==> src/rtl/store_mem_if.sv <==
// store_mem_if: byte-laned store controller for the multicycle datapath.
// Drives one data-memory write per accepted start, with ack/timeout handling.
module store_mem_if #(
  parameter int TIMEOUT_CYCLES = 16
) (
  input  logic        clk,
  input  logic        rst,
  input  logic        start,
  input  logic [1:0]  size,
  input  logic [31:0] ALUOutR,
  input  logic [31:0] BR,
  output logic [31:0] MemAddr,
  output logic [31:0] MemWD,
  output logic [3:0]  MemBE,
  output logic        MemWE,
  input  logic        MemAck,
  output logic        busy,
  output logic        done,
  output logic        err
);

  typedef enum logic [1:0] {
    IDLE = 2'd0,
    REQ  = 2'd1,
    DONE = 2'd2
  } state_t;

  localparam int CW = $clog2(TIMEOUT_CYCLES + 1);
  localparam logic [CW-1:0] LAST = CW'(TIMEOUT_CYCLES - 1);

  state_t        state, state_n;
  logic [CW-1:0] cnt, cnt_n;
  logic          err_q, err_n;
  logic [29:0]   addr_q;
  logic [31:0]   wd_q;
  logic [3:0]    be_q;

  logic [3:0]    be_n;
  logic [31:0]   wd_n;
  logic          bad;

  // lane steering from the live address/data, used only when start is taken
  always_comb begin
    be_n = 4'b0000;
    wd_n = BR;
    bad  = 1'b0;
    case (size)
      2'b00: begin
        be_n = 4'b0001 << ALUOutR[1:0];
        wd_n = {4{BR[7:0]}};
      end
      2'b01: begin
        be_n = ALUOutR[1] ? 4'b1100 : 4'b0011;
        wd_n = {2{BR[15:0]}};
        bad  = ALUOutR[0];
      end
      2'b10: begin
        be_n = 4'b1111;
        bad  = |ALUOutR[1:0];
      end
      default: bad = 1'b1;
    endcase
  end

  always_ff @(posedge clk or posedge rst) begin
    if (rst) begin
      state <= IDLE;
      cnt   <= '0;
      err_q <= 1'b0;
    end else begin
      state <= state_n;
      cnt   <= cnt_n;
      err_q <= err_n;
    end
  end

  always_ff @(posedge clk or posedge rst) begin
    if (rst) begin
      addr_q <= '0;
      wd_q   <= '0;
      be_q   <= '0;
    end else if (state == IDLE && start) begin
      addr_q <= ALUOutR[31:2];
      wd_q   <= wd_n;
      be_q   <= be_n;
    end
  end

  // ack is checked before the timeout so a last-cycle ack still succeeds
  always_comb begin
    state_n = state;
    cnt_n   = cnt;
    err_n   = err_q;
    unique case (state)
      IDLE: begin
        if (start) begin
          state_n = bad ? DONE : REQ;
          cnt_n   = '0;
          err_n   = bad;
        end
      end
      REQ: begin
        if (MemAck) begin
          state_n = DONE;
          err_n   = 1'b0;
        end else if (cnt == LAST) begin
          state_n = DONE;
          err_n   = 1'b1;
        end else begin
          cnt_n = cnt + CW'(1);
        end
      end
      DONE:    state_n = IDLE;
      default: state_n = IDLE;
    endcase
  end

  always_comb begin
    MemWE   = (state == REQ);
    busy    = (state != IDLE);
    done    = (state == DONE);
    err     = (state == DONE) && err_q;
    MemAddr = {addr_q, 2'b00};
    MemWD   = wd_q;
    MemBE   = be_q;
  end

endmodule
==> config.mk <==
export PLATFORM = sky130hd
export DESIGN_NAME = store_mem_if
export DESIGN_NICKNAME = d
export VERILOG_FILES = /design/src/rtl/store_mem_if.sv
export SDC_FILE = /design/constraint.sdc
export NUM_CORES = 1
export LEC_CHECK = 0
export BUFFER_PORTS_ARGS = -buffer_cell sky130_fd_sc_hd__buf_2
export CAP_MARGIN = 40
export CORE_ASPECT_RATIO = 1.1
export CORE_MARGIN = 2
export CORE_UTILIZATION = 43
export DETAILED_ROUTE_END_ITERATION = 10
export PLACE_DENSITY = 0.73
export RECOVER_POWER = 50
export REMOVE_ABC_BUFFERS = 1
export SYNTH_ARGS = -nofsm -noshare
export SYNTH_HDL_FRONTEND = slang
export SYNTH_SLANG_ARGS = --single-unit
==> constraint.sdc <==
create_clock -name clk -period 3.4 [get_ports clk]
set_input_delay 0.17 -clock clk [delete_from_list [all_inputs] [get_ports clk]]
set_output_delay 0.17 -clock clk [all_outputs]
set_load 0.02 [all_outputs]
==> out/results.tsv, run 1 <==
stage	metric	value	unit
power_and_ir_drop	static leakage	0.002203	uW
critical_path	Critical Path AT	2.73	ns
sta	Final setup viols	0	
status	status	complete, but fails checks	
sta	fin. max-slew vios	30	
critical_path	crit path cell chain	dlygate4sd3_1 -> buf_2 -> inv_1 -> clkbuf_1 -> buf_4	
power_and_ir_drop	maximum vdd drop	399.8	uV
logic_synthesis	Cells after Synth	347	
clocking	worst skew pair latency	0.33	ns
placement	Placed Area	0.004055	mm^2
cells_and_area	nets@finish	555	
floorplan	die area	0.008381	mm^2
worst_hold_path	hold crit path type	in2reg	
detailed_routing	mean routed wirelength per cell	13.46	um
detailed_routing	DR DRC count	0	
logic_synthesis	Seq/Total Area, Yosys	56.19	%
detailed_routing	DRT iter0 DRCs	121	
critical_path	crit path max fanout	29	
critical_path	critical path's slowest cell	clkbuf_1	
floorplan	CORE AREA	0.007432	mm^2
sta	Peak Freq	0.4550	GHz
floorplan	row cnt	33	
clocking	hold_buf cts	1	
status	violated checks	capacitance limit, slew limit	
logic_synthesis	synth warn	0	
power_and_ir_drop	Power Density	756.7	mW/mm^2
power_and_ir_drop	Overall Power	3182	uW
cells_and_area	Area growth, synth to finish	27.60	%
placement	half-perimeter wire length after placement	5478	um
logic_synthesis	ys async rst share	100.0	%
logic_synthesis	Primary FF master, synth	dfrtp_1	
clocking	CTS Buf Count	9	
detailed_routing	TritonRoute pass-1 iters	4	
logic_synthesis	Post-Syn Area	0.003296	mm^2
critical_path	startpoint types	input port	
sta	final hold vios	0	
clocking	CTS sink count	74	
global_routing	Tot GR Track Use	19.23	%
clocking	post-cts sizing count	0	
floorplan	DIE WIDTH	87.47	um
sta	RSZ-0062 raised after global routing	no	
critical_path	crit path kind	in2async	
sta	Final WS setup	1.202	ns
clocking	H-tree depth	3	
global_routing	first-pass GRT wire length	12520	um
floorplan	Starting Density	44.34	%
placement	Placer Congestion	0.8114	
global_routing	grt total ovfl	0	
sta	worst-margin pin slew	1.510	ns
cells_and_area	most frequent cells in the layout	nand2_1 (145), buf_2 (92), dfrtp_1 (74), clkbuf_1 (50), o21ai_0 (31)	
critical_path	WP data required	3.93	ns
cells_and_area	share of post-route cells with drive strength above 1	26.64	%
placement	Placement Setup Slack	1.343	ns
detailed_routing	vias after detailed routing	2772	
logic_synthesis	syn avg cell area	9.498	um^2
logic_synthesis	Unique masters post-synth	34	
detailed_routing	Routed WL	7737	um
critical_path	endpoint class of the critical path	asynchronous set/reset pin	
clocking	CTS Buffer Depth	2	
floorplan	# IOs	142	
detailed_routing	Final ANT Viol Nets	0	
sta	slew margin rel.	-0.6442	%
clocking	Root Driver	clkbuf_8	
sta	worst hold margin	0.02323	ns
placement	PortBufs	139	
sta	Tmin final	2.198	ns
sta	fin crit share	64.65	%
global_routing	initial antenna violation count	0	
cells_and_area	most common cell after layout, fill and taps aside	nand2_1	
critical_path	crit-path max cell delay	1.15	ns
cells_and_area	post-layout util	56.58	%
floorplan	die height	95.82	um
sta	clk_skew	0.004742	ns
clocking	Post-CTS Setup Bufs	0	
flow_run	max-cap violations	1	
logic_synthesis	Seq cells post-synth	74	
global_routing	vias in the first global route	2680	
logic_synthesis	EDFF count, synth	0	
cells_and_area	Filler cells	740	
detailed_routing	routed vias/inst	4.821	
clocking	Worst-path clk slew	0.08	ns
clocking	CTS tree	built	
cells_and_area	post-route cell area	0.004205	mm^2
cells_and_area	ant diodes	0	
global_routing	largest net degree at the start of global routing	45	
-- flip-flops by register name, indices dropped and copies added (netlist names) --
| name | count |
|---|---|
| state | 2 |
| MemBE | 4 |
| MemWD | 32 |
| addr_q | 30 |
| cnt | 5 |
| err_q | 1 |
-- cells in the mapped netlist (3+ instances only) --
cell | instances | area (um^2)
mux2i_1 | 24 | 240.2
clkbuf_1 | 8 | 30.03
o21ai_0 | 31 | 155.2
buf_2 | 11 | 55.05
mux2_2 | 8 | 90.09
nand3_1 | 4 | 20.02
a21oi_1 | 4 | 20.02
nor3_1 | 3 | 15.01
dfrtp_1 | 74 | 1852
nand2_1 | 145 | 544.3
inv_1 | 6 | 22.52
-- critical path, delay by kind of cell --
kind | cells | cell delay (ns)
buffers and inverters | 5 | 2.55
-- power by group --
part	internal, uW	switching [uW]
logic	344	765
clock network	432	318
registers	1170	157
total	1940	1240
-- path summary, 6_finish.rpt --
check	startpoint	endpoint	slack (ns)	cells after the start
worst max-delay path	rst	addr_q[5]	1.20	5
worst min-delay path	ALUOutR[27]	addr_q[25]	0.02	3
worst min register to register	addr_q[0]	addr_q[0]	0.47	2
max in group clk	cnt[0]	cnt[3]	1.34	6
worst max register to register	cnt[0]	cnt[3]	1.34	6
min in group asynchronous	rst	addr_q[11]	0.40	3
-- cell type report --
| cell class | instances | area, um^2 | share of cell area [%] |
|---|---|---|---|
| Clock buffer | 11 | 141.4 | 3.362 |
| Clock inverter | 5 | 77.57 | 1.845 |
| Inverter | 6 | 22.52 | 0.5356 |
| Multi-Input combinational cell | 246 | 1319 | 31.36 |
| Sequential cell | 74 | 1852 | 44.03 |
| Tap cell | 87 | 108.9 | 2.589 |
| Timing Repair Buffer | 146 | 684.4 | 16.27 |
-- routing by layer --
layer | global-route usage (%) | wire [um]
met1 | 25.21 | 3440
met2 | 31.06 | 3770
met3 | 5.918 | 451
met4 | 5.128 | 75
met5 | 0 | 0
-- kinds of logic (layout without fill, tap and decap cells) --
kind of cell | Yosys count | in the layout | share of synthesized area, %
AOI/OAI and AO/OA | 45 | 45 | 8.542
buffers and inverters | 28 | 168 | 4.062
muxes | 32 | 32 | 10.02
other | 1 | 2 | 0.1138
DFF | 74 | 74 | 56.19
and+or+nand+nor | 165 | 165 | 20.31
adders and majority gates | 2 | 2 | 0.7592
-- through the flow --
stage,setup TNS (ns),std cells
5_1_grt,0,575
3_3_place_gp,0,557
4_1_cts,0,575
3_5_place_dp,0,558
6_report,0,575
2_1_floorplan,-5.084,326
Note: power is estimated with default switching activity, not from simulation.
==> run 2: changes to the inputs <==
--- a/config.mk
+++ b/config.mk
@@ -11,7 +11,7 @@
 export CORE_MARGIN = 2
 export CORE_UTILIZATION = 43
 export DETAILED_ROUTE_END_ITERATION = 10
-export PLACE_DENSITY = 0.73
+export PLACE_DENSITY = 0.76
 export RECOVER_POWER = 50
 export REMOVE_ABC_BUFFERS = 1
 export SYNTH_ARGS = -nofsm -noshare
==> constraint.sdc (replaced) <==
create_clock -name clk -period 2 [get_ports clk]
set_input_delay 0.1 -clock clk [delete_from_list [all_inputs] [get_ports clk]]
set_output_delay 0.1 -clock clk [all_outputs]
set_load 0.02 [all_outputs]
==> run 2 against run 1 <==
  * The flow now finishes without violations
  * Combinational power grew 80%
  * Die area did not move
  * Wire length up 8.8%
  * Register-to-register slack got worse by 1.3 ns
  * Design area rose by 10%
  * Flip-flop and latch count stayed put
  * Non-clock buffer count rose by 40
  * Sequential power rose by 71%
  * Critical path type is now reg2reg
  * Highest routed layer unchanged
==> out/results.tsv, run 2 (synthesis gave the netlist of run 1 again) <==
stage	metric	value	unit	change
floorplan	row cnt	33		unchanged
critical_path	Critical Path AT	2.18	ns	was 2.73 ns
flow_run	max-cap violations	0		was 1
sta	Final setup viols	0		unchanged
sta	clk_skew	0.009421	ns	was 0.004742 ns
cells_and_area	post-route cell area	0.004627	mm^2	was 0.004205 mm^2
detailed_routing	mean routed wirelength per cell	13.66	um	was 13.46 um
clocking	CTS Buf Count	9		unchanged
critical_path	crit path kind	reg2reg		was in2async
detailed_routing	vias after detailed routing	3038		was 2772
sta	worst-margin pin slew	0.9921	ns	was 1.510 ns
placement	Placer Congestion	0.8163		was 0.8114
sta	Peak Freq	0.5099	GHz	
cells_and_area	nets@finish	596		was 555
clocking	Root Driver	clkbuf_8		unchanged
detailed_routing	TritonRoute pass-1 iters	4		unchanged
critical_path	WP data required	2.22	ns	was 3.93 ns
cells_and_area	ant diodes	0		unchanged
power_and_ir_drop	Power Density	1167	mW/mm^2	was 756.7 mW/mm^2
worst_hold_path	hold crit path type	in2reg		unchanged
floorplan	# IOs	142		unchanged
placement	PortBufs	139		unchanged
sta	final hold vios	0		unchanged
cells_and_area	Area growth, synth to finish	40.39	%	was 27.60%
cells_and_area	most common cell after layout, fill and taps aside	nand2_1		unchanged
floorplan	die height	95.82	um	unchanged
floorplan	die area	0.008381	mm^2	unchanged
clocking	CTS Buffer Depth	2		unchanged
global_routing	largest net degree at the start of global routing	75		was 45
clocking	H-tree depth	3		unchanged
global_routing	grt total ovfl	0		unchanged
cells_and_area	post-layout util	62.26	%	was 56.58%
cells_and_area	Largest register FFs	32		unchanged
sta	worst hold margin	0.01714	ns	was 0.02323 ns
floorplan	CORE AREA	0.007432	mm^2	unchanged
detailed_routing	routed vias/inst	4.932		was 4.821
critical_path	endpoint class of the critical path	flop		was asynchronous set/reset pin
sta	fin. max-slew vios	0		was 30
detailed_routing	DRT iter0 DRCs	95		was 121
placement	Placed Area	0.004070	mm^2	was 0.004055 mm^2
placement	Placement Setup Slack	-0.01723	ns	was 1.343 ns
sta	slew margin rel.	33.86	%	was -0.6442%
clocking	Worst-path clk slew	0.08	ns	about the same
power_and_ir_drop	Switching Power	2135	uW	was 1240 uW
clocking	worst skew pair latency	0.34	ns	was 0.33 ns
floorplan	DIE WIDTH	87.47	um	unchanged
power_and_ir_drop	fraction of power consumed by sequential logic	41.9	%	was 41.6%
critical_path	crit path max fanout	6		was 29
power_and_ir_drop	maximum vdd drop	709.2	uV	was 399.8 uV
status	status	completed		was complete, but fails checks
sta	RSZ-0062 raised after global routing	yes		was no
clocking	CTS tree	built		unchanged
power_and_ir_drop	internal power	3266	uW	was 1942 uW
sta	Final WS setup	0.03882	ns	was 1.202 ns
power_and_ir_drop	power share of the combinational group	37.0	%	was 34.8%
detailed_routing	DR DRC count	0		unchanged
global_routing	initial antenna violation count	0		unchanged
cells_and_area	most frequent cells in the layout	nand2_1 (145), buf_2 (105), dfrtp_1 (74), dlygate4sd3_1 (36), clkbuf_1 (35)		was nand2_1 (145), buf_2 (92), dfrtp_1 (74), clkbuf_1 (50), o21ai_0 (31)
global_routing	first-pass GRT wire length	13530	um	was 12520 um
sta	Tmin final	1.961	ns	
detailed_routing	Final ANT Viol Nets	0		unchanged
global_routing	vias in the first global route	2967		was 2680
critical_path	startpoint types	flop		was input port
cells_and_area	share of post-route cells with drive strength above 1	29.11	%	was 26.64%
sta	fin crit share	98.06	%	
clocking	CTS sink count	74		unchanged
power_and_ir_drop	switching share of total power	39.53	%	was 38.96%
detailed_routing	Routed WL	8416	um	was 7737 um
placement	half-perimeter wire length after placement	5530	um	was 5478 um
global_routing	Tot GR Track Use	20.64	%	was 19.23%
floorplan	Starting Density	44.34	%	unchanged
power_and_ir_drop	static leakage	0.002417	uW	was 0.002203 uW
power_and_ir_drop	Clk network pwr share	21.0	%	was 23.6%
==> run 2: changes by cell type in the layout (fill, tap and decap cells not counted), moves of 2 or more <==
cell,delta
ha_1,-2
clkbuf_1,-15
buf_2,+13
dlygate4sd3_1,+35
buf_4,+6
==> run 2: final cells by class <==
cell class	instances	area, um^2
Sequential cell	74	1852
Inverter	6	22.52
Clock buffer	11	141.4
Clock inverter	5	53.80
Timing Repair Buffer	186	1096
Multi-Input combinational cell	247	1353
Tap cell	87	108.9
Fill cell	656	2805
==> run 2: worst paths after layout <==
check	startpoint	cells past startpoint	slack, ns	end
hold / removal	BR[6]	3	0.02	MemWD[6]
min in group asynchronous	rst	4	0.63	addr_q[0]
setup reg to reg	cnt[1]	6	0.04	cnt[3]
setup / recovery	cnt[1]	6	0.04	cnt[3]
hold reg to reg	MemWD[0]	2	0.47	MemWD[0]
max in group asynchronous	rst	4	0.71	MemWD[1]
==> run 2: what timing repair did <==
action | CTS | global route
hold buffers | 36 | 0
pin swaps | 1 | 4
setup buffers | 0 | 3
gates resized for setup | 1 | 4
endpoints found under the setup margin | 1 | 1
endpoints found under the hold margin | 109 | 0
gates cloned | 1 | 0
==> run 2: critical path, cell delays in order (launching register included) <==
cell      delay (ns)
dfrtp_1         0.42
ha_2            0.20
and3_4          0.19
ha_4            0.16
or4b_4          0.57
o211ai_1        0.22
o31ai_2         0.09
==> run 2: metrics by stage <==
step                setup TNS (ns)  instances  total power [uW]
floorplan                   -77.13        326              3484
global placement                 0        560              4235
detailed placement        -0.01723        560              4300
CTS                              0        613              5524
global route              -0.02390        616              5760
finish                           0        616              5401
==> run 2: layer usage <==
metal / global-route usage, % / routed length [um] / vias up
li1: - / - / 1482
met1: 25.50 / 3494 / 1442
met2: 34.60 / 4217 / 99
met3: 6.261 / 543 / 15
met4: 6.667 / 161 / 0
met5: 0 / 0 / -
==> run 2: power by group through the flow <==
| stage | clock, uW | combinational, uW | sequential, uW |
|---|---|---|---|
| CTS | 1180 | 2090 | 2250 |
| floorplan | 0 | 638 | 2850 |
| global placement | 0 | 1990 | 2250 |
| finish | 1140 | 2000 | 2260 |
| global route | 1240 | 2200 | 2320 |
| detailed placement | 0 | 2030 | 2270 |
==> run 3: changes to the inputs <==
--- a/config.mk
+++ b/config.mk
@@ -9,9 +9,8 @@
 export CAP_MARGIN = 40
 export CORE_ASPECT_RATIO = 1.1
 export CORE_MARGIN = 2
-export CORE_UTILIZATION = 43
+export CORE_UTILIZATION = 30
 export DETAILED_ROUTE_END_ITERATION = 10
-export PLACE_DENSITY = 0.76
 export RECOVER_POWER = 50
 export REMOVE_ABC_BUFFERS = 1
 export SYNTH_ARGS = -nofsm -noshare
==> run 3 against run 2 <==
  * Global-route usage down 5.0 points
  * Clock skew down 0.0039 ns
  * Clock-buffer cell count up 1
  * Non-clock buffer count down 1
  * Clock power up 57%
  * Core utilization down 18 points
  * First-iteration DRC count up 1.1%
  * Design area up 3.1%
  * Register-to-register slack worse by 0.04 ns
  * Critical path type unchanged
  * Critical endpoint unchanged
  * Largest power group unchanged
==> out/results.tsv, run 3 (synthesis gave the netlist of run 1 again) <==
stage	metric	value	unit	change
status	status	completed		unchanged
clocking	CTS tree	built		unchanged
sta	Peak Freq	0.5005	GHz	was 0.5099 GHz
power_and_ir_drop	internal power	3795	uW	was 3266 uW
floorplan	die height	113.9	um	was 95.82 um
clocking	CTS Buf Count	9		unchanged
critical_path	Critical Path AT	2.19	ns	was 2.18 ns
critical_path	crit path kind	reg2reg		unchanged
critical_path	reg-to-reg startpoint	cnt[1]		unchanged
floorplan	DIE WIDTH	103.9	um	was 87.47 um
detailed_routing	mean routed wirelength per cell	13.54	um	was 13.66 um
detailed_routing	routed vias/inst	4.472		was 4.932
cells_and_area	most common cell after layout, fill and taps aside	nand2_1		unchanged
global_routing	global route hottest layer	met2		unchanged
floorplan	# IOs	142		unchanged
sta	fin crit share	99.91	%	was 98.06%
placement	PortBufs	139		unchanged
global_routing	first-pass GRT wire length	14680	um	was 13530 um
global_routing	Global Route met2 Usage	26.89	%	was 34.60%
sta	worst hold margin	0.01901	ns	was 0.01714 ns
power_and_ir_drop	switching share of total power	36.79	%	was 39.53%
power_and_ir_drop	Power Density	1258	mW/mm^2	was 1167 mW/mm^2
sta	RSZ-0062 raised after global routing	yes		unchanged
floorplan	die area	0.01184	mm^2	was 0.008381 mm^2
clocking	CTS Buffer Depth	2		unchanged
placement	placed cells	622		was 560
global_routing	grt total ovfl	0		unchanged
global_routing	met1 usage	18.99	%	was 25.50%
critical_path	critical path startpoint	cnt[1]		unchanged
detailed_routing	DRT iter0 DRCs	96		was 95
clocking	H-tree depth	3		unchanged
clocking	Worst-path clk slew	0.06	ns	was 0.08 ns
global_routing	initial antenna violation count	0		unchanged
critical_path	endpoint class of the critical path	flop		unchanged
detailed_routing	Routed WL	9128	um	was 8416 um
cells_and_area	most frequent cells in the layout	nand2_1 (145), dfrtp_1 (74), buf_2 (73), clkbuf_1 (66)		was nand2_1 (145), buf_2 (105), dfrtp_1 (74), dlygate4sd3_1 (36), clkbuf_1 (35)
critical_path	WP data required	2.20	ns	was 2.22 ns
sta	clk_skew	0.005481	ns	was 0.009421 ns
power_and_ir_drop	fraction of power consumed by sequential logic	37.8	%	was 41.9%
cells_and_area	ant diodes	0		unchanged
power_and_ir_drop	Switching Power	2209	uW	was 2135 uW
clocking	Root Driver	clkbuf_16		was clkbuf_8
global_routing	Tot GR Track Use	15.61	%	was 20.64%
cells_and_area	fin cells	674		was 616
sta	final hold vios	0		unchanged
sta	Final WS setup	0.001843	ns	was 0.03882 ns
clocking	CTS sink count	74		unchanged
global_routing	largest net degree at the start of global routing	42		was 75
sta	setup tns final	0	ns	unchanged
sta	Final setup viols	0		unchanged
global_routing	vias in the first global route	3025		was 2967
sta	fin. max-slew vios	0		unchanged
cells_and_area	share of post-route cells with drive strength above 1	23.91	%	was 29.11%
cells_and_area	Largest register FFs	32		unchanged
worst_hold_path	hold crit path type	in2reg		unchanged
placement	Placement Setup Slack	-0.009531	ns	was -0.01723 ns
critical_path	startpoint types	flop		unchanged
power_and_ir_drop	static leakage	0.002371	uW	was 0.002417 uW
flow_run	max-cap violations	0		unchanged
detailed_routing	TritonRoute pass-1 iters	4		unchanged
floorplan	CORE AREA	0.01081	mm^2	was 0.007432 mm^2
global_routing	grt met3 use	3.886	%	was 6.261%
cells_and_area	nets@finish	594		was 596
critical_path	r2r setup slk	0.002	ns	was 0.04 ns
power_and_ir_drop	maximum vdd drop	431.6	uV	was 709.2 uV
sta	slew margin rel.	18.25	%	was 33.86%
sta	worst-margin pin slew	1.225	ns	was 0.9921 ns
critical_path	FF-to-FF End	cnt[3]		unchanged
placement	Placer Congestion	0.7453		was 0.8163
floorplan	row cnt	40		was 33
cells_and_area	Filler cells	1129		was 656
cells_and_area	Area growth, synth to finish	44.80	%	was 40.39%
detailed_routing	DR DRC count	0		unchanged
critical_path	r2r worst-path depth	6		unchanged
power_and_ir_drop	power share of the combinational group	32.4	%	was 37.0%
clocking	worst skew pair latency	0.33	ns	was 0.34 ns
detailed_routing	Final ANT Viol Nets	0		unchanged
power_and_ir_drop	Clk network pwr share	29.7	%	was 21.0%
floorplan	Starting Density	30.49	%	was 44.34%
sta	Tmin final	1.998	ns	was 1.961 ns
critical_path	crit path max fanout	8		was 6
placement	half-perimeter wire length after placement	6103	um	was 5530 um
detailed_routing	vias after detailed routing	3014		was 3038
critical_path	Worst Setup EP	cnt[3]		unchanged
## run 3: cell type report
class | count | area [um^2] | share of cell area, %
clock buffer | 12 | 266.5 | 5.585
clock inverter | 4 | 72.57 | 1.521
inverter | 6 | 22.52 | 0.4719
multi-input combinational | 246 | 1339 | 28.05
sequential | 74 | 1852 | 38.80
tap | 147 | 183.9 | 3.854
timing repair buffer | 185 | 1036 | 21.71
## run 3: repair_timing
action                                 in CTS  in global routing
setup endpoints to repair                   1                  4
pin swaps                                   2                  3
resized for setup                           0                  4
buffers inserted                            1                  4
hold buffers                               31                  0
endpoints found under the hold margin      60                  0
## run 3: critical path: stages (launching register included)
cell      delay, ns
dfrtp_1        0.40
ha_2           0.20
and3_4         0.18
ha_4           0.15
or4b_4         0.57
o211ai_1       0.26
o31ai_2        0.11
## run 3: per-stage QoR
stage / power (uW) / instance area [um^2] / util (%)
after global routing: 6390 / 4772 / 44.14
final: 6004 / 4772 / 44.14
after floorplan: 3484 / 3188 / -
after CTS: 6194 / 4806 / 44.46
after global placement: 4266 / 4149 / 38.38
after detailed placement: 4320 / 4149 / 38.38
## run 3: worst min-delay path by stage
stage           from         end  slack (ns)  cells after the start
6_report       BR[5]    MemWD[5]        0.02                      3
3_3_place_gp     rst  addr_q[18]        0.17                      2
2_1_floorplan  BR[0]    MemWD[0]        0.21                      2
3_5_place_dp     rst  addr_q[18]        0.18                      2
5_1_grt        BR[5]    MemWD[5]        0.02                      3
4_1_cts        BR[5]    MemWD[5]       0.006                      3
## run 3: power by group through the flow
stage,Combinational (uW),Sequential [uW],Clock (uW)
after floorplan,638,2850,0
after global placement,2010,2250,0
after detailed placement,2040,2280,0
after CTS,2090,2260,1840
after global routing,2140,2340,1910
final,1950,2270,1790
## run 3: metal layers
| layer | part of all wire [%] | vias to the layer above |
|---|---|---|
| met5 | 0 | - |
| met4 | 1.2 | 0 |
| met3 | 5.8 | 10 |
| met2 | 51 | 96 |
| met1 | 42 | 1437 |
| li1 | - | 1471 |
